**config.mk**
```make
export PLATFORM = sky130hd
export DESIGN_NAME = cpu_controller_flat
export DESIGN_NICKNAME = d
export VERILOG_FILES = /design/src/rtl/cpu_controller_pkg.sv /design/src/rtl/cpu_controller_if.sv /design/src/rtl/cpu_controller_decoder.sv /design/src/rtl/cpu_controller.sv /design/src/flat_wrapper.sv
export SDC_FILE = /design/constraint.sdc
export NUM_CORES = 1
export LEC_CHECK = 0
export CORE_MARGIN = 1.5
export CORE_UTILIZATION = 30
export DETAILED_ROUTE_END_ITERATION = 12
export PLACE_DENSITY = 0.65
export SETUP_SLACK_MARGIN = 0.3
export SYNTH_ARGS = -nofsm -noshare
export SYNTH_HDL_FRONTEND = slang
export SYNTH_SLANG_ARGS = --single-unit
```
**constraint.sdc**
```tcl
create_clock -name clk -period 3.75 [get_ports clk]
set_clock_uncertainty 0.15 [all_clocks]
set_input_delay 0.9375 -clock clk [delete_from_list [all_inputs] [get_ports clk]]
set_output_delay 0.9375 -clock clk [all_outputs]
set_load 0.1 [all_outputs]
```
**src/rtl/cpu_controller_pkg.sv**
```systemverilog
// cpu_defs: shared types and constants for the CPU controller slice.
//   - state_t       : controller FSM states
//   - insn_class_t  : decoded instruction class
//   - opcode/op, vsel and ALUop encodings
package cpu_defs;

  localparam int IW = 16;  // instruction width (only 16 supported)
  localparam int DW = 16;  // datapath word width

  typedef enum logic [2:0] {
    WAIT      = 3'd0,
    DECODE    = 3'd1,
    WRITE_IMM = 3'd2,
    GET_A     = 3'd3,
    GET_B     = 3'd4,
    COMPUTE   = 3'd5,
    WRITE_REG = 3'd6
  } state_t;

  typedef enum logic [2:0] {
    CLS_ILLEGAL = 3'd0,
    CLS_MOV_IMM = 3'd1,
    CLS_MOV_REG = 3'd2,
    CLS_ADD     = 3'd3,
    CLS_CMP     = 3'd4,
    CLS_AND     = 3'd5,
    CLS_MVN     = 3'd6
  } insn_class_t;

  // opcode field IR[15:13]
  localparam logic [2:0] OPC_MOV = 3'b110;
  localparam logic [2:0] OPC_ALU = 3'b101;

  // op field IR[12:11]
  localparam logic [1:0] OP_MOV_IMM = 2'b10;
  localparam logic [1:0] OP_MOV_REG = 2'b00;
  localparam logic [1:0] OP_ADD     = 2'b00;
  localparam logic [1:0] OP_CMP     = 2'b01;
  localparam logic [1:0] OP_AND     = 2'b10;
  localparam logic [1:0] OP_MVN     = 2'b11;

  // write-back source select
  localparam logic [1:0] VSEL_MDATA = 2'b00;
  localparam logic [1:0] VSEL_IMM8  = 2'b01;
  localparam logic [1:0] VSEL_PC    = 2'b10;
  localparam logic [1:0] VSEL_C     = 2'b11;

  // ALU operation
  localparam logic [1:0] ALU_ADD  = 2'b00;
  localparam logic [1:0] ALU_SUB  = 2'b01;
  localparam logic [1:0] ALU_AND  = 2'b10;
  localparam logic [1:0] ALU_NOTB = 2'b11;

endpackage

```
**src/rtl/cpu_controller_if.sv**
```systemverilog
// cpu_controller_if: instruction-side inputs and datapath control outputs.
//   Instruction side : in, load, s (into controller), w (out of controller)
//   Datapath control : readnum, writenum, write, vsel, asel, bsel,
//                      loada, loadb, loadc, loads, shift, ALUop,
//                      sximm8, sximm5
//   Debug            : state_dbg (current FSM state)
// Handshake: the controller accepts load/s only while w=1 (WAIT); a
// sampled s starts one instruction, and w returning to 1 marks completion.
// Values presented on load/s while w=0 are ignored, not queued.
// modport master = controller, modport slave = host/datapath side.
interface cpu_controller_if;
  import cpu_defs::*;

  logic [IW-1:0] in;
  logic          load;
  logic          s;
  logic          w;
  logic [2:0]    readnum;
  logic [2:0]    writenum;
  logic          write;
  logic [1:0]    vsel;
  logic          asel;
  logic          bsel;
  logic          loada;
  logic          loadb;
  logic          loadc;
  logic          loads;
  logic [1:0]    shift;
  logic [1:0]    ALUop;
  logic [DW-1:0] sximm8;
  logic [DW-1:0] sximm5;
  state_t        state_dbg;

  modport master (
    input  in, load, s,
    output w, readnum, writenum, write, vsel, asel, bsel,
           loada, loadb, loadc, loads, shift, ALUop,
           sximm8, sximm5, state_dbg
  );

  modport slave (
    output in, load, s,
    input  w, readnum, writenum, write, vsel, asel, bsel,
           loada, loadb, loadc, loads, shift, ALUop,
           sximm8, sximm5, state_dbg
  );

endinterface

```
**src/rtl/cpu_controller_decoder.sv**
```systemverilog
// instruction_decoder: purely combinational split of the instruction
// register into fields, sign-extended immediates and an instruction class.
//   ir      : latched instruction
//   op      : IR[12:11]
//   rn/rd/rm: register fields IR[10:8], IR[7:5], IR[2:0]
//   sh      : shift field IR[4:3]
//   sximm8  : sign-extended IR[7:0]
//   sximm5  : sign-extended IR[4:0]
//   cls     : instruction class (CLS_ILLEGAL for unsupported encodings)
module instruction_decoder
  import cpu_defs::*;
#(
  parameter int DW_P = DW
) (
  input  logic [IW-1:0]   ir,
  output logic [1:0]      op,
  output logic [2:0]      rn,
  output logic [2:0]      rd,
  output logic [2:0]      rm,
  output logic [1:0]      sh,
  output logic [DW_P-1:0] sximm8,
  output logic [DW_P-1:0] sximm5,
  output insn_class_t     cls
);

  logic [2:0] opcode;

  assign opcode = ir[15:13];
  assign op     = ir[12:11];
  assign rn     = ir[10:8];
  assign rd     = ir[7:5];
  assign sh     = ir[4:3];
  assign rm     = ir[2:0];

  assign sximm8 = {{(DW_P-8){ir[7]}}, ir[7:0]};
  assign sximm5 = {{(DW_P-5){ir[4]}}, ir[4:0]};

  always_comb begin
    cls = CLS_ILLEGAL;
    case (opcode)
      OPC_MOV: begin
        if (op == OP_MOV_IMM)      cls = CLS_MOV_IMM;
        else if (op == OP_MOV_REG) cls = CLS_MOV_REG;
        else                       cls = CLS_ILLEGAL;
      end
      OPC_ALU: begin
        case (op)
          OP_ADD:  cls = CLS_ADD;
          OP_CMP:  cls = CLS_CMP;
          OP_AND:  cls = CLS_AND;
          default: cls = CLS_MVN;
        endcase
      end
      default: cls = CLS_ILLEGAL;
    endcase
  end

endmodule

```
**src/rtl/cpu_controller.sv**
```systemverilog
// cpu_controller: instruction register plus the control FSM that sequences
// one datapath micro-step per clock.
//   clk   : rising-edge clock
//   reset : asynchronous, active-high; returns to WAIT and clears IR
//   bus   : cpu_controller_if.master (instruction inputs, datapath controls,
//           sign-extended immediates, debug state)
// All control outputs are Moore (state + IR), so strobes drop the moment
// reset asserts without waiting for a clock edge.
module cpu_controller
  import cpu_defs::*;
#(
  parameter int IW_P = IW,
  parameter int DW_P = DW
) (
  input  logic               clk,
  input  logic               reset,
  cpu_controller_if.master   bus
);

  state_t         state;
  state_t         state_next;
  logic [IW_P-1:0] ir;

  logic [1:0]     op;
  logic [2:0]     rn;
  logic [2:0]     rd;
  logic [2:0]     rm;
  logic [1:0]     sh;
  insn_class_t    cls;

  instruction_decoder #(.DW_P(DW_P)) u_decoder (
    .ir     (ir),
    .op     (op),
    .rn     (rn),
    .rd     (rd),
    .rm     (rm),
    .sh     (sh),
    .sximm8 (bus.sximm8),
    .sximm5 (bus.sximm5),
    .cls    (cls)
  );

  assign bus.state_dbg = state;

  // IR only changes while idle so an executing instruction is never altered.
  always_ff @(posedge clk or posedge reset) begin
    if (reset)                           ir <= '0;
    else if (bus.load && state == WAIT)  ir <= bus.in;
  end

  // State register
  always_ff @(posedge clk or posedge reset) begin
    if (reset) state <= WAIT;
    else       state <= state_next;
  end

  // Next-state logic
  always_comb begin
    state_next = state;
    case (state)
      WAIT:      if (bus.s) state_next = DECODE;
      DECODE: begin
        case (cls)
          CLS_MOV_IMM:                   state_next = WRITE_IMM;
          CLS_MOV_REG, CLS_MVN:          state_next = GET_B;
          CLS_ADD, CLS_CMP, CLS_AND:     state_next = GET_A;
          default:                       state_next = WAIT;
        endcase
      end
      WRITE_IMM: state_next = WAIT;
      GET_A:     state_next = GET_B;
      GET_B:     state_next = COMPUTE;
      COMPUTE:   state_next = (cls == CLS_CMP) ? WAIT : WRITE_REG;
      WRITE_REG: state_next = WAIT;
      default:   state_next = WAIT;
    endcase
  end

  // Output decode
  always_comb begin
    bus.w        = 1'b0;
    bus.readnum  = rn;
    bus.writenum = rn;
    bus.write    = 1'b0;
    bus.vsel     = VSEL_IMM8;
    bus.asel     = 1'b0;
    bus.bsel     = 1'b0;
    bus.loada    = 1'b0;
    bus.loadb    = 1'b0;
    bus.loadc    = 1'b0;
    bus.loads    = 1'b0;
    bus.shift    = sh;
    bus.ALUop    = op;
    case (state)
      WAIT:      bus.w = 1'b1;
      WRITE_IMM: bus.write = 1'b1;
      GET_A:     bus.loada = 1'b1;
      GET_B: begin
        bus.readnum = rm;
        bus.loadb   = 1'b1;
      end
      COMPUTE: begin
        // MOV reg reuses the adder with A forced to zero: result = 0 + sh(B).
        if (cls == CLS_MOV_REG) begin
          bus.asel  = 1'b1;
          bus.ALUop = ALU_ADD;
        end
        // CMP only updates status; it has no register result.
        if (cls == CLS_CMP) bus.loads = 1'b1;
        else                bus.loadc = 1'b1;
      end
      WRITE_REG: begin
        bus.writenum = rd;
        bus.vsel     = VSEL_C;
        bus.write    = 1'b1;
      end
      default: ;
    endcase
  end

endmodule

```
**src/flat_wrapper.sv**
```systemverilog
// flat-port wrapper written by rule: the top's interface ports become plain ports
module cpu_controller_flat import cpu_defs::*;
#(
  parameter int IW_P = IW,
  parameter int DW_P = DW
)
  (clk, reset, bus_in, bus_load, bus_s, bus_w, bus_readnum, bus_writenum, bus_write, bus_vsel, bus_asel, bus_bsel, bus_loada, bus_loadb, bus_loadc, bus_loads, bus_shift, bus_ALUop, bus_sximm8, bus_sximm5, bus_state_dbg);
  cpu_controller_if bus_i ();
  input  logic clk;
  input  logic reset;
  input wire logic [$bits(bus_i.in)-1:0] bus_in;
  input wire logic [$bits(bus_i.load)-1:0] bus_load;
  input wire logic [$bits(bus_i.s)-1:0] bus_s;
  output wire logic [$bits(bus_i.w)-1:0] bus_w;
  output wire logic [$bits(bus_i.readnum)-1:0] bus_readnum;
  output wire logic [$bits(bus_i.writenum)-1:0] bus_writenum;
  output wire logic [$bits(bus_i.write)-1:0] bus_write;
  output wire logic [$bits(bus_i.vsel)-1:0] bus_vsel;
  output wire logic [$bits(bus_i.asel)-1:0] bus_asel;
  output wire logic [$bits(bus_i.bsel)-1:0] bus_bsel;
  output wire logic [$bits(bus_i.loada)-1:0] bus_loada;
  output wire logic [$bits(bus_i.loadb)-1:0] bus_loadb;
  output wire logic [$bits(bus_i.loadc)-1:0] bus_loadc;
  output wire logic [$bits(bus_i.loads)-1:0] bus_loads;
  output wire logic [$bits(bus_i.shift)-1:0] bus_shift;
  output wire logic [$bits(bus_i.ALUop)-1:0] bus_ALUop;
  output wire logic [$bits(bus_i.sximm8)-1:0] bus_sximm8;
  output wire logic [$bits(bus_i.sximm5)-1:0] bus_sximm5;
  output wire logic [$bits(bus_i.state_dbg)-1:0] bus_state_dbg;
  assign bus_i.in = bus_in;
  assign bus_i.load = bus_load;
  assign bus_i.s = bus_s;
  assign bus_w = bus_i.w;
  assign bus_readnum = bus_i.readnum;
  assign bus_writenum = bus_i.writenum;
  assign bus_write = bus_i.write;
  assign bus_vsel = bus_i.vsel;
  assign bus_asel = bus_i.asel;
  assign bus_bsel = bus_i.bsel;
  assign bus_loada = bus_i.loada;
  assign bus_loadb = bus_i.loadb;
  assign bus_loadc = bus_i.loadc;
  assign bus_loads = bus_i.loads;
  assign bus_shift = bus_i.shift;
  assign bus_ALUop = bus_i.ALUop;
  assign bus_sximm8 = bus_i.sximm8;
  assign bus_sximm5 = bus_i.sximm5;
  assign bus_state_dbg = bus_i.state_dbg;
  cpu_controller #(.IW_P(IW_P), .DW_P(DW_P)) u_core (.clk(clk), .reset(reset), .bus(bus_i));
endmodule
```
==> results of run 1 <==
==> sequential cells by signal, indices dropped and copies added (netlist names) <==
register,cells
u_core.ir,16
u_core.bus.state_dbg,3
==> cells in the mapped netlist (all sizes together), types with 2 or more instances <==
cell and number:
nand2 5, nor3 3, mux2 20, nand3b 2, ha 3, dfrtp 19
conb 2, o21ai 6, nor2 8, inv 4, buf 40, nor2b 4
==> layout make-up <==
cell class,instances,area (um^2)
Clock buffer,4,45.0
Tap cell,52,65.1
Timing Repair Buffer,72,588
Multi-Input combinational cell,66,567
Inverter,4,15.0
Fill cell,422,2560
Sequential cell,19,479
==> worst max-delay path: cells and delay by family (launching register included) <==
family,cells,cell delay (ns)
AO/OA/AOI/OAI,1,0.10
adder cells (fa/ha/maj),1,0.27
flip-flops,1,0.39
buffers and inverters,2,0.45
AND/OR/NAND/NOR,2,0.59
==> how the worst max path moves through the flow <==
stage	slack (ns)	to	from	depth (start not counted)
floorplan	0.17	bus_ALUop[0]	u_core.bus.state_dbg[2]	4
global placement	0.93	bus_asel	u_core.ir[12]	6
detailed placement	0.87	bus_asel	u_core.ir[12]	6
CTS	0.58	bus_asel	u_core.ir[12]	6
global route	0.52	bus_asel	u_core.ir[12]	6
finish	0.61	bus_asel	u_core.ir[12]	6
==> layer usage <==
| metal | vias to the layer above | GRT usage | part of all wire |
|---|---|---|---|
| met4 | 0 | 0.00855 | 0 |
| met1 | 443 | 0.139 | 0.41 |
| met5 | - | 0 | 0 |
| met3 | 0 | 0.0447 | 0.097 |
| met2 | 46 | 0.185 | 0.49 |
| li1 | 466 | - | - |
==> stage by stage <==
step	hold WS (ns)	setup slack, ns	std cells	utilization
after floorplan	0.345	0.165	129	-
after global placement	0.371	0.929	213	0.396
after detailed placement	0.378	0.869	213	0.396
after CTS	0.396	0.581	217	0.407
after global routing	0.424	0.525	217	0.407
final	0.386	0.612	217	0.407
==> cells by family after synthesis <==
logic type / count (synthesis) / share of synthesized area
buf+inv: 44 / 0.248
simple gates: 29 / 0.125
mux: 20 / 0.184
flops: 19 / 0.354
compound gates: 12 / 0.0559
fa+ha+maj: 3 / 0.0279
other cells: 2 / 0.00559
==> results.json, run 1 <==
{
  "nets": 189,
  "r2r_cells": 6,
  "tns_ns": 0,
  "dieArea_mm2": 0.00489,
  "crit_type": "reg -> out",
  "async_flop_share": 1.00,
  "gp_congestion": 0.761,
  "die-height_um": 69.9,
  "crit_path_end_kind": "primary output",
  "maxCapViolations": 0,
  "row_count": 24,
  "critical_path_arrival_ns": 2.05,
  "rsz0062_at_grt": "false",
  "die_width_um": 69.9,
  "setup.worst_path.start_class": "flop",
  "hold_violations": 0,
  "finalSetupViolations": 0,
  "numCtsBuffers": 3,
  "slew_viol_final": 0,
  "status": "complete, no violations",
  "clkSinkCount": 19,
  "drt-vias-per-instance": 4.40,
  "synth_top_area_cell": "dfrtp_1",
  "boundaryPins": 75,
  "max-slew-margin-rel": 0.497,
  "vias": 955,
  "hpwl_um": 2180,
  "synth_cells": 129,
  "fin_crit_ns": 3.14,
  "r2r_slack_ns": 1.85,
  "numPortBuffers": 72,
  "synth_fp_nets": 152,
  "antenna_found_initial": 0,
  "yosysSeqAreaShare": 0.354,
  "route.detailed.drc": 0,
  "grt_overflow": 0,
  "routed_wl_um": 2710,
  "cts_tree": "done",
  "cp_slowest_cell": "dfrtp_1",
  "grt_max_degree": 20,
  "cts_resized": 0,
  "crit_fanout": 4,
  "ys_types": 31,
  "drtIter0Drc": 19,
  "drtPass1Iterations": 4,
  "synth_area_leaders": "dfrtp_1, buf_4, mux2_2, mux2_4, ha_1",
  "hold_start": "u_core.ir[6]",
  "crit_required_ns": 2.66,
  "synth-edff-count": 0,
  "hold_path_end": "u_core.ir[6]",
  "worstHoldPathType": "reg -> reg",
  "path_clk_slew_ns": 0.07,
  "crit_chain": "inv_2 > ha_1 > and4bb_2 > o21ai_1 > nor3_4 > buf_4",
  "worst_slew_pin_slew_ns": 0.753,
  "grt_pass1_wl_um": 4370,
  "ys_ff_latch": 19,
  "n_antenna_cell": 0,
  "insertion_delay_ns": 0.25,
  "timing.final.crit_share": 0.837,
  "cts_buffer_depth": 2,
  "ys_warn_count": 0,
  "final_area_mm2": 0.00176,
  "syn-mean-instance-area_um2": 10.4,
  "syn_area_mm2": 0.00134,
  "layout_commonest_cell": "buf_4",
  "drive_above_1_share": 0.539,
  "whs_path_depth": 1,
  "clock.fmax_ghz": 0.319,
  "cts_setup_buffers": 0,
  "cts_hold_buf": 0,
  "start_util": 0.311,
  "synth_flop_cell": "dfrtp_1",
  "ant_nets": 0,
  "cts_root_buf": "clkbuf_8",
  "syn2layout_area_growth_pct": 30.9,
  "grt_pass1_vias": 908,
  "slowest_delay_ns": 0.39,
  "wire_per_inst_um": 12.5,
  "coreArea_mm2": 0.00432,
  "synth_top_area_share": 0.354,
  "mostFrequentLayoutCells": "buf_4, clkdlybuf4s50_1, dfrtp_1, mux2_2",
  "placed_area_mm2": 0.00171,
  "htree_levels": 1,
  "grtUsageTotal": 0.110,
  "timing.rr.start": "u_core.ir[12]",
  "rr_endpoint": "u_core.bus.state_dbg[2]"
}
Power of run 1 is left out: the tool's default activity adds up to more than one toggle a clock period on the data nets, which glitch-free logic cannot reach.
==> run 2, diff against run 1 <==
--- a/config.mk
+++ b/config.mk
@@ -8,7 +8,7 @@
 export CORE_MARGIN = 1.5
 export CORE_UTILIZATION = 30
 export DETAILED_ROUTE_END_ITERATION = 12
-export PLACE_DENSITY = 0.65
+export PLACE_DENSITY = 0.68
 export SETUP_SLACK_MARGIN = 0.3
 export SYNTH_ARGS = -nofsm -noshare
 export SYNTH_HDL_FRONTEND = slang
==> constraint.sdc (replaced) <==
create_clock -name clk -period 2.8 [get_ports clk]
set_clock_uncertainty 0.15 [all_clocks]
set_input_delay 0.7 -clock clk [delete_from_list [all_inputs] [get_ports clk]]
set_output_delay 0.7 -clock clk [all_outputs]
set_load 0.1 [all_outputs]
==> run 2 against run 1 <==
Critical endpoint is now bus_ALUop[1]. Cell count is 6.9% higher. Non-clock buffer count rose by 15. Register-to-register slack lost 1.2 ns. Sequential share of layout area fell by 4.8 points. Largest cell class unchanged. Critical path depth up 2. Via count rose by 11%. Highest routed layer is now met4. First-iteration DRC count up 95%. Worst hold slack improved by 0.015 ns. Setup slack worse by 0.53 ns.
==> results.json, run 2 (synthesized netlist as in run 1, its figures left out) <==
{
  "grt_max_degree": 20,
  "r2r_slack_ns": 0.67,
  "gp_congestion": 0.910,
  "maxCapViolations": 0,
  "drtIter0Drc": 37,
  "ant_nets": 0,
  "worstHoldPathType": "reg -> reg",
  "boundaryPins": 75,
  "insertion_delay_ns": 0.26,
  "mostFrequentLayoutCells": "buf_4, mux2_4, clkdlybuf4s50_1, dfrtp_1, buf_12",
  "grt_pass1_vias": 1055,
  "path_clk_slew_ns": 0.08,
  "hpwl_um": 2390,
  "critical_path_arrival_ns": 1.87,
  "timing.final.crit_share": 0.971,
  "crit_path_end_kind": "primary output",
  "setup.worst_path.start_class": "flop",
  "dieArea_mm2": 0.00489,
  "multi_input_comb_area_um2": 682,
  "drive_above_1_share": 0.644,
  "die_width_um": 69.9,
  "clkSinkCount": 19,
  "drtPass1Iterations": 4,
  "wire_per_inst_um": 14.3,
  "syn2layout_area_growth_pct": 61.4,
  "crit_fanout": 3,
  "cts_tree": "done",
  "antenna_found_initial": 0,
  "finalSetupViolations": 0,
  "routed_wl_um": 3310,
  "max_flop_register": "u_core.ir",
  "nets": 204,
  "clock.fmax_ghz": 0.368,
  "numPortBuffers": 72,
  "start_util": 0.311,
  "n_antenna_cell": 0,
  "cts_hold_buf": 0,
  "layout_commonest_cell": "buf_4",
  "largest_register_ffs": 16,
  "row_count": 24,
  "drt-vias-per-instance": 4.59,
  "fill_cells": 390,
  "crit_required_ns": 1.95,
  "cts_root_buf": "clkbuf_8",
  "regArea_um2": 487,
  "whs_ns": 0.401,
  "htree_levels": 1,
  "status": "complete, no violations",
  "vias": 1064,
  "route.detailed.drc": 0,
  "grt_overflow": 0,
  "rsz0062_at_grt": "true",
  "grtUsageTotal": 0.134,
  "die-height_um": 69.9,
  "cts_buffer_depth": 2,
  "numCtsBuffers": 3,
  "coreArea_mm2": 0.00432,
  "max-slew-margin-rel": 0.458,
  "grt_pass1_wl_um": 5220,
  "slew_viol_final": 0,
  "fin_crit_ns": 2.72,
  "hold_violations": 0,
  "crit_type": "reg -> out",
  "worst_slew_pin_slew_ns": 0.812
}
run 2: cell count changes in the layout (fill, tap and decap cells not counted), sizes merged:
cell / delta
buf: +15
clkinv: +1
clkbuf: -1
inv: -1
clkinvlp: +1
run 2: per-stage QoR:
stage | TNS, ns | utilization | instances | cell area, um^2 | setup slack, ns
after floorplan | -1.29 | - | 129 | 1500 | -0.356
after detailed placement | 0 | 0.458 | 213 | 1980 | 0.242
final | 0 | 0.501 | 232 | 2170 | 0.0799
after global routing | 0 | 0.501 | 232 | 2170 | 0.00874
after CTS | 0 | 0.492 | 228 | 2130 | 0.0611
after global placement | 0 | 0.458 | 213 | 1980 | 0.288
run 2: cell type report:
cell class / count / share of cell area
inverter: 4 / 0.00981
clock buffer: 3 / 0.0190
clock inverter: 1 / 0.00231
timing repair buffer: 87 / 0.400
sequential: 19 / 0.224
multi-input combinational: 66 / 0.314
tap: 52 / 0.0300
run 2: per-layer routing:
metal  track usage  up-vias  wire length (um)
li1              -      496                 -
met1         0.156      501              1150
met2         0.247       58              1850
met3        0.0303        9               263
met4        0.0321        0                44
met5             0        -                 0
run 2: critical path, cell delays in order (launching register included):
cell	delay, ns
dfrtp_1	0.37
inv_2	0.07
ha_4	0.28
and4bb_2	0.24
o21ai_2	0.16
nor3_4	0.05
buf_6	0.14
nor2_4	0.12
buf_12	0.18
run 2: worst paths after layout:
| path | from | endpoint | cells after the start |
|---|---|---|---|
| setup / recovery | u_core.ir[12] | bus_ALUop[1] | 8 |
| hold / removal | u_core.ir[9] | u_core.ir[9] | 1 |
| setup reg to reg | u_core.ir[12] | u_core.bus.state_dbg[0] | 8 |
| hold reg to reg | u_core.ir[9] | u_core.ir[9] | 1 |
| max in group asynchronous | reset | u_core.bus.state_dbg[2] | 2 |
| min in group asynchronous | reset | u_core.ir[1] | 2 |
run 2: what timing repair did:
action,4_1_cts,5_1_grt
endpoints found under the setup margin,11,11
pin swaps,2,2
buffers inserted,11,4
resized for setup,5,3
Power of run 2 is left out for the same reason.
